## src/rtl/tcu_wmma_uop_sequencer.sv

```systemverilog
// WMMA micro-op sequencer: expands one accepted WMMA instruction into
// M_STEPS*N_STEPS*K_STEPS block uops (k innermost, then n, then m).
module tcu_wmma_uop_sequencer #(
    parameter int unsigned M_STEPS = 4,
    parameter int unsigned N_STEPS = 2,
    parameter int unsigned K_STEPS = 2,
    parameter int unsigned RA_BASE = 0,
    parameter int unsigned RB_BASE = 28,
    parameter int unsigned RC_BASE = 10,
    parameter int unsigned WID_W   = 2,
    parameter int unsigned TAG_W   = 8,
    localparam int unsigned MW = (M_STEPS > 1) ? $clog2(M_STEPS) : 1,
    localparam int unsigned NW = (N_STEPS > 1) ? $clog2(N_STEPS) : 1,
    localparam int unsigned KW = (K_STEPS > 1) ? $clog2(K_STEPS) : 1
) (
    input  logic             clk,
    input  logic             reset,
    input  logic             in_valid,
    output logic             in_ready,
    input  logic [WID_W-1:0] in_wid,
    input  logic [3:0]       in_fmt_s,
    input  logic [3:0]       in_fmt_d,
    input  logic [TAG_W-1:0] in_tag,
    output logic             out_valid,
    input  logic             out_ready,
    output logic [WID_W-1:0] out_wid,
    output logic [3:0]       out_fmt_s,
    output logic [3:0]       out_fmt_d,
    output logic [TAG_W-1:0] out_tag,
    output logic [MW-1:0]    out_step_m,
    output logic [NW-1:0]    out_step_n,
    output logic [KW-1:0]    out_step_k,
    output logic [4:0]       out_rs1,
    output logic [4:0]       out_rs2,
    output logic [4:0]       out_rs3,
    output logic             out_acc_first,
    output logic             out_acc_last,
    output logic             out_eop,
    output logic             busy
);

    localparam logic [0:0] IDLE  = 1'b0;
    localparam logic [0:0] ISSUE = 1'b1;

    localparam int unsigned RS1_MAX = RA_BASE + M_STEPS * K_STEPS - 1;
    localparam int unsigned RS2_MAX = RB_BASE + N_STEPS * K_STEPS - 1;
    localparam int unsigned RS3_MAX = RC_BASE + M_STEPS * N_STEPS - 1;

    logic [0:0]       state_q, state_d;
    logic [MW-1:0]    m_d;
    logic [NW-1:0]    n_d;
    logic [KW-1:0]    k_d;
    logic [WID_W-1:0] wid_d;
    logic [3:0]       fmt_s_d, fmt_d_d;
    logic [TAG_W-1:0] tag_d;
    logic [4:0]       rs1_d, rs2_d, rs3_d;
    logic             first_d, last_d, eop_d;
    logic             k_last, n_last;

    assign in_ready  = (state_q == IDLE) && !reset;
    assign out_valid = (state_q == ISSUE);
    assign busy      = (state_q == ISSUE);

    assign k_last = (out_step_k == KW'(K_STEPS - 1));
    assign n_last = (out_step_n == NW'(N_STEPS - 1));

    // Next state, step counters and the uop fields derived from them
    always_comb begin
        state_d = state_q;
        m_d     = out_step_m;
        n_d     = out_step_n;
        k_d     = out_step_k;
        wid_d   = out_wid;
        fmt_s_d = out_fmt_s;
        fmt_d_d = out_fmt_d;
        tag_d   = out_tag;
        case (state_q)
            IDLE: begin
                if (in_valid) begin
                    state_d = ISSUE;
                    wid_d   = in_wid;
                    fmt_s_d = in_fmt_s;
                    fmt_d_d = in_fmt_d;
                    tag_d   = in_tag;
                    m_d     = '0;
                    n_d     = '0;
                    k_d     = '0;
                end
            end
            ISSUE: begin
                if (out_ready) begin
                    if (out_eop) begin
                        state_d = IDLE;
                    end else if (k_last) begin
                        k_d = '0;
                        if (n_last) begin
                            n_d = '0;
                            m_d = out_step_m + MW'(1);
                        end else begin
                            n_d = out_step_n + NW'(1);
                        end
                    end else begin
                        k_d = out_step_k + KW'(1);
                    end
                end
            end
            default: state_d = IDLE;
        endcase
        rs1_d   = 5'(RA_BASE + 32'(m_d) * K_STEPS + 32'(k_d));
        rs2_d   = 5'(RB_BASE + 32'(n_d) * K_STEPS + 32'(k_d));
        rs3_d   = 5'(RC_BASE + 32'(m_d) * N_STEPS + 32'(n_d));
        first_d = (k_d == '0);
        last_d  = (k_d == KW'(K_STEPS - 1));
        eop_d   = (m_d == MW'(M_STEPS - 1)) && (n_d == NW'(N_STEPS - 1)) && last_d;
    end

    always_ff @(posedge clk or posedge reset) begin
        if (reset) begin
            state_q       <= IDLE;
            out_step_m    <= '0;
            out_step_n    <= '0;
            out_step_k    <= '0;
            out_wid       <= '0;
            out_fmt_s     <= '0;
            out_fmt_d     <= '0;
            out_tag       <= '0;
            out_rs1       <= '0;
            out_rs2       <= '0;
            out_rs3       <= '0;
            out_acc_first <= 1'b0;
            out_acc_last  <= 1'b0;
            out_eop       <= 1'b0;
        end else begin
            state_q       <= state_d;
            out_step_m    <= m_d;
            out_step_n    <= n_d;
            out_step_k    <= k_d;
            out_wid       <= wid_d;
            out_fmt_s     <= fmt_s_d;
            out_fmt_d     <= fmt_d_d;
            out_tag       <= tag_d;
            out_rs1       <= rs1_d;
            out_rs2       <= rs2_d;
            out_rs3       <= rs3_d;
            out_acc_first <= first_d;
            out_acc_last  <= last_d;
            out_eop       <= eop_d;
        end
    end

    // Register indices must fit in 5 bits for the chosen tile geometry
    a_param_range: assert property (@(posedge clk) disable iff (reset)
        (RS1_MAX < 32) && (RS2_MAX < 32) && (RS3_MAX < 32));

    a_stall_stable: assert property (@(posedge clk) disable iff (reset)
        (out_valid && !out_ready) |=> out_valid && $stable({out_wid, out_fmt_s, out_fmt_d,
        out_tag, out_step_m, out_step_n, out_step_k, out_rs1, out_rs2, out_rs3,
        out_acc_first, out_acc_last, out_eop}));

    a_step_bounds: assert property (@(posedge clk) disable iff (reset)
        (32'(out_step_m) < M_STEPS) && (32'(out_step_n) < N_STEPS) && (32'(out_step_k) < K_STEPS));

endmodule

```

## config.mk

```make
export PLATFORM = sky130hd
export DESIGN_NAME = tcu_wmma_uop_sequencer
export DESIGN_NICKNAME = d
export VERILOG_FILES = /design/src/rtl/tcu_wmma_uop_sequencer.sv
export SDC_FILE = /design/constraint.sdc
export NUM_CORES = 1
export LEC_CHECK = 0
export BUFFER_PORTS_ARGS = -buffer_cell sky130_fd_sc_hd__buf_4
export CAP_MARGIN = 40
export CORE_AREA = 5 5 61 63
export CTS_CLUSTER_DIAMETER = 40
export DETAILED_ROUTE_END_ITERATION = 7
export DIE_AREA = 0 0 66 68
export MAX_ROUTING_LAYER = met4
export PLACE_DENSITY = 0.79
export SLEW_MARGIN = 15
export SYNTH_ARGS = -nofsm -noshare
export SYNTH_HDL_FRONTEND = slang
export SYNTH_SLANG_ARGS = --single-unit
```

## constraint.sdc

```tcl
create_clock -name clk -period 1.7 [get_ports clk]
set_clock_uncertainty 0.05 [all_clocks]
set_input_delay 0.17 -clock clk [delete_from_list [all_inputs] [get_ports clk]]
set_output_delay 0.17 -clock clk [all_outputs]
set_load 0.02 [all_outputs]
```

==> summary.md <==
| Metric | Value |
|---|---|
| Placer Congestion | 0.8181 |
| Min Hold Slack | 0.01202 ns |
| Worst slack, placed | -0.07419 ns |
| Worst r2r dst | out_eop |
| Total grt overflow | 0 |
| PortBufs | 62 |
| Fin worst setup slack | 0.02370 ns |
| Crit start category | register |
| Sequential fraction of the synthesis area | 0.5820 |
| Power Dens Cells | 1938 nW/um2 |
| Initial Utilization | 0.4057 |
| Critical path type | register to register |
| Ports | between 60 and 70 |
| Clock transition at path regs | 0.09 ns |
| DR pass1 iterations | 4 |
| Final design area excluding fillers | roughly 1900 um2 |
| Setup TNS | 0 ns |
| Placed cell areas | approximately 1700 um2 |
| DR DRC count | 0 |
| Post-synth EDFFs | 0 |
| Root Buffer | clkbuf_4 |
| Num CTS Buffers | 5 |
| Maximum root-to-sink buffer count | 2 |
| R2r worst-path depth | 6 |
| TritonCTS clock tree | done |
| Final Util | 0.5943 |
| Core Box Area | roughly 3200 um2 |
| CP cell instances | nand3b_4 -> nor2_2 -> mux2i_2 -> ha_2 -> nand2_2 -> a311oi_2 |
| Antenna violations before repair | 0 |
| Synth Register Bits | 30 |
| Area grow syn2layout | 46.46% |
| Cell total after placement | roughly 200 |
| Layout cells sized above 1 | 0.6707 |
| Period minus WS final | 1.676 ns |
| Net count, final | 187 |
| Synthesized area | approximately 1300 um2 |
| Mean post-synth cell area | ~14 um2 |
| Synth async-reset ratio | 1.000 |
| Largest net degree at the start of global routing | 31 |
| Worst hold path depth | 2 |
| Max stage delay on crit path | 0.39 ns |
| Crit path max-delay cell type | dfrtp_1 |
| Final non-filler cell total | 210 |
| Crit. End Element | register |
| Cells after Synth | 95 |
| Finish-stage setup viols | 0 |
| Sinks on Clock Net | 30 |
| Die width | 66 um |
| Hold Crit Endpoint | out_wid[1] |
| Leak | 0.9359 nW |
| Fin crit share | 0.9861 |
| Unrepaired setup endpoints after global routing | true |
| Vias per cell | 4.614 |
| Routed WL | 3049 um |
| Min-Delay Path Class | primary input to register |
| Initial DRC Count | 42 |
| CP Data Required Time | 1.87 ns |
| Detailed placement HPWL | 2167 um |
| Maximum operating frequency | ~0.60 GHz |
| Max Cap Viol | 0 |
| Crit-path max FO | 4 |
| Count of cell types in the netlist | 24 |
| Hold Path Origin | in_wid[1] |
| Max Transition Viols Final | 0 |
| All-Layer GR Usage | 0.1423 |
| Final Hold Fails | 0 |
| R2R setup slack | 0.02 ns |
| N_diodes | 0 |
| Tot Pwr | between 3 and 4 mW |
| Die H | 68 um |
| Worst EP arrival | 1.84 ns |
| Global-route wire length before repair | ~4500 um |
| Synth warn | 0 |
| Ys flop type | dfrtp_1 |
| Site Rows | 21 |
| Max H-tree Level | 2 |
| Die area | approximately 4500 um2 |
| Outcome | finished, final reports clean |
| Vias in the first global route | 969 |
| R2R Path Start | out_eop |
| Antenna viol nets, final | 0 |
| Drt wl/cell | 14.52 um |
| Peak supply drop | 0.7885 mV |
| Vias | 969 |
| Clk Latency, worst-skew pair | 0.32 ns |
placed cells by master, fill, tap and decap left out, drive strengths merged:
cell type	count
nand3b	1
nand2b	2
dfrtp	30
inv	5
o22ai	1
mux2	19
o21ai	1
clkbuf	7
mux2i	2
nand2	3
a31oi	3
buf	75
ha	1
dlygate4sd3	1
or2	1
a31o	1
conb	3
a311oi	1
nand3	1
nor2b	1
a21oi	1
nor2	4
where the power goes:
| group | internal [mW] | switching (mW) |
|---|---|---|
| Sequential | 1.04 | 0.192 |
| Combinational | 0.989 | 1.07 |
| Clock | 0.156 | 0.220 |
| Total | 2.18 | 1.48 |
cells by family after synthesis:
kind of cell / share of synthesized area
multiplexers: 0.1814
AND/OR/NAND/NOR: 0.06789
flip-flops: 0.5820
adder cells (fa/ha/maj): 0.009698
AO/OA/AOI/OAI: 0.04558
buffers and inverters: 0.1077
other: 0.005822
metal layers:
metal	track usage	routed length, um
met1	0.1406	1051
met2	0.2441	1613
met3	0.05583	290
met4	0.07360	94
met5	-	0
critical path: cells and delay by family (launching register included):
kind / cells / cell delay [ns]
and+or+nand+nor: 3 / 0.41
adders and majority gates: 1 / 0.23
DFF: 1 / 0.39
muxes: 1 / 0.27
AOI/OAI and AO/OA: 1 / 0.22
synth_stat cells, types with 2 or more instances:
library cell / instances / area [um2]
dfrtp_1: 30 / 750.7
mux2_2: 16 / 180.2
buf_4: 13 / 97.59
inv_1: 5 / 18.77
a31oi_1: 3 / 18.77
mux2_1: 3 / 33.78
nand2_1: 3 / 11.26
nor2_1: 3 / 11.26
buf_6: 2 / 22.52
conb_1: 2 / 7.510
mux2i_1: 2 / 20.02
final cells by class:
class | instances | area (um2)
clock buffer | 7 | 45.04
fill | 263 | 1290
inverter | 5 | 18.77
multi-input combinational | 46 | 441.7
sequential | 30 | 753.2
tap | 46 | 57.56
timing repair buffer | 76 | 573.1
sequential cells by signal, indices dropped and copies added (netlist names), 2 cells and up:
signal / flops
out_fmt_d: 4
out_tag: 8
out_rs2: 2
out_fmt_s: 4
out_wid: 2
out_rs3: 5
timing repair:
action | in CTS | in global routing
hold buffers | 1 | 0
gates cloned | 0 | 0
setup buffers | 2 | 4
gates resized for setup | 5 | 5
endpoints found under the hold margin | 30 | 0
setup endpoints to repair | 1 | 1
pin swaps | 0 | 2
how the worst max path moves through the flow:
| stage | start | endpoint | slack (ns) | cells after the start |
|---|---|---|---|---|
| after floorplan | out_eop | out_eop | 0.008 | 6 |
| after global placement | out_eop | out_eop | 0.12 | 6 |
| after detailed placement | out_eop | out_eop | -0.07 | 6 |
| after CTS | out_eop | out_eop | 0.07 | 6 |
| after global routing | out_eop | out_eop | -0.02 | 6 |
| final | out_eop | out_eop | 0.02 | 6 |
No activity file was read; power rests on OpenSTA's default activity.
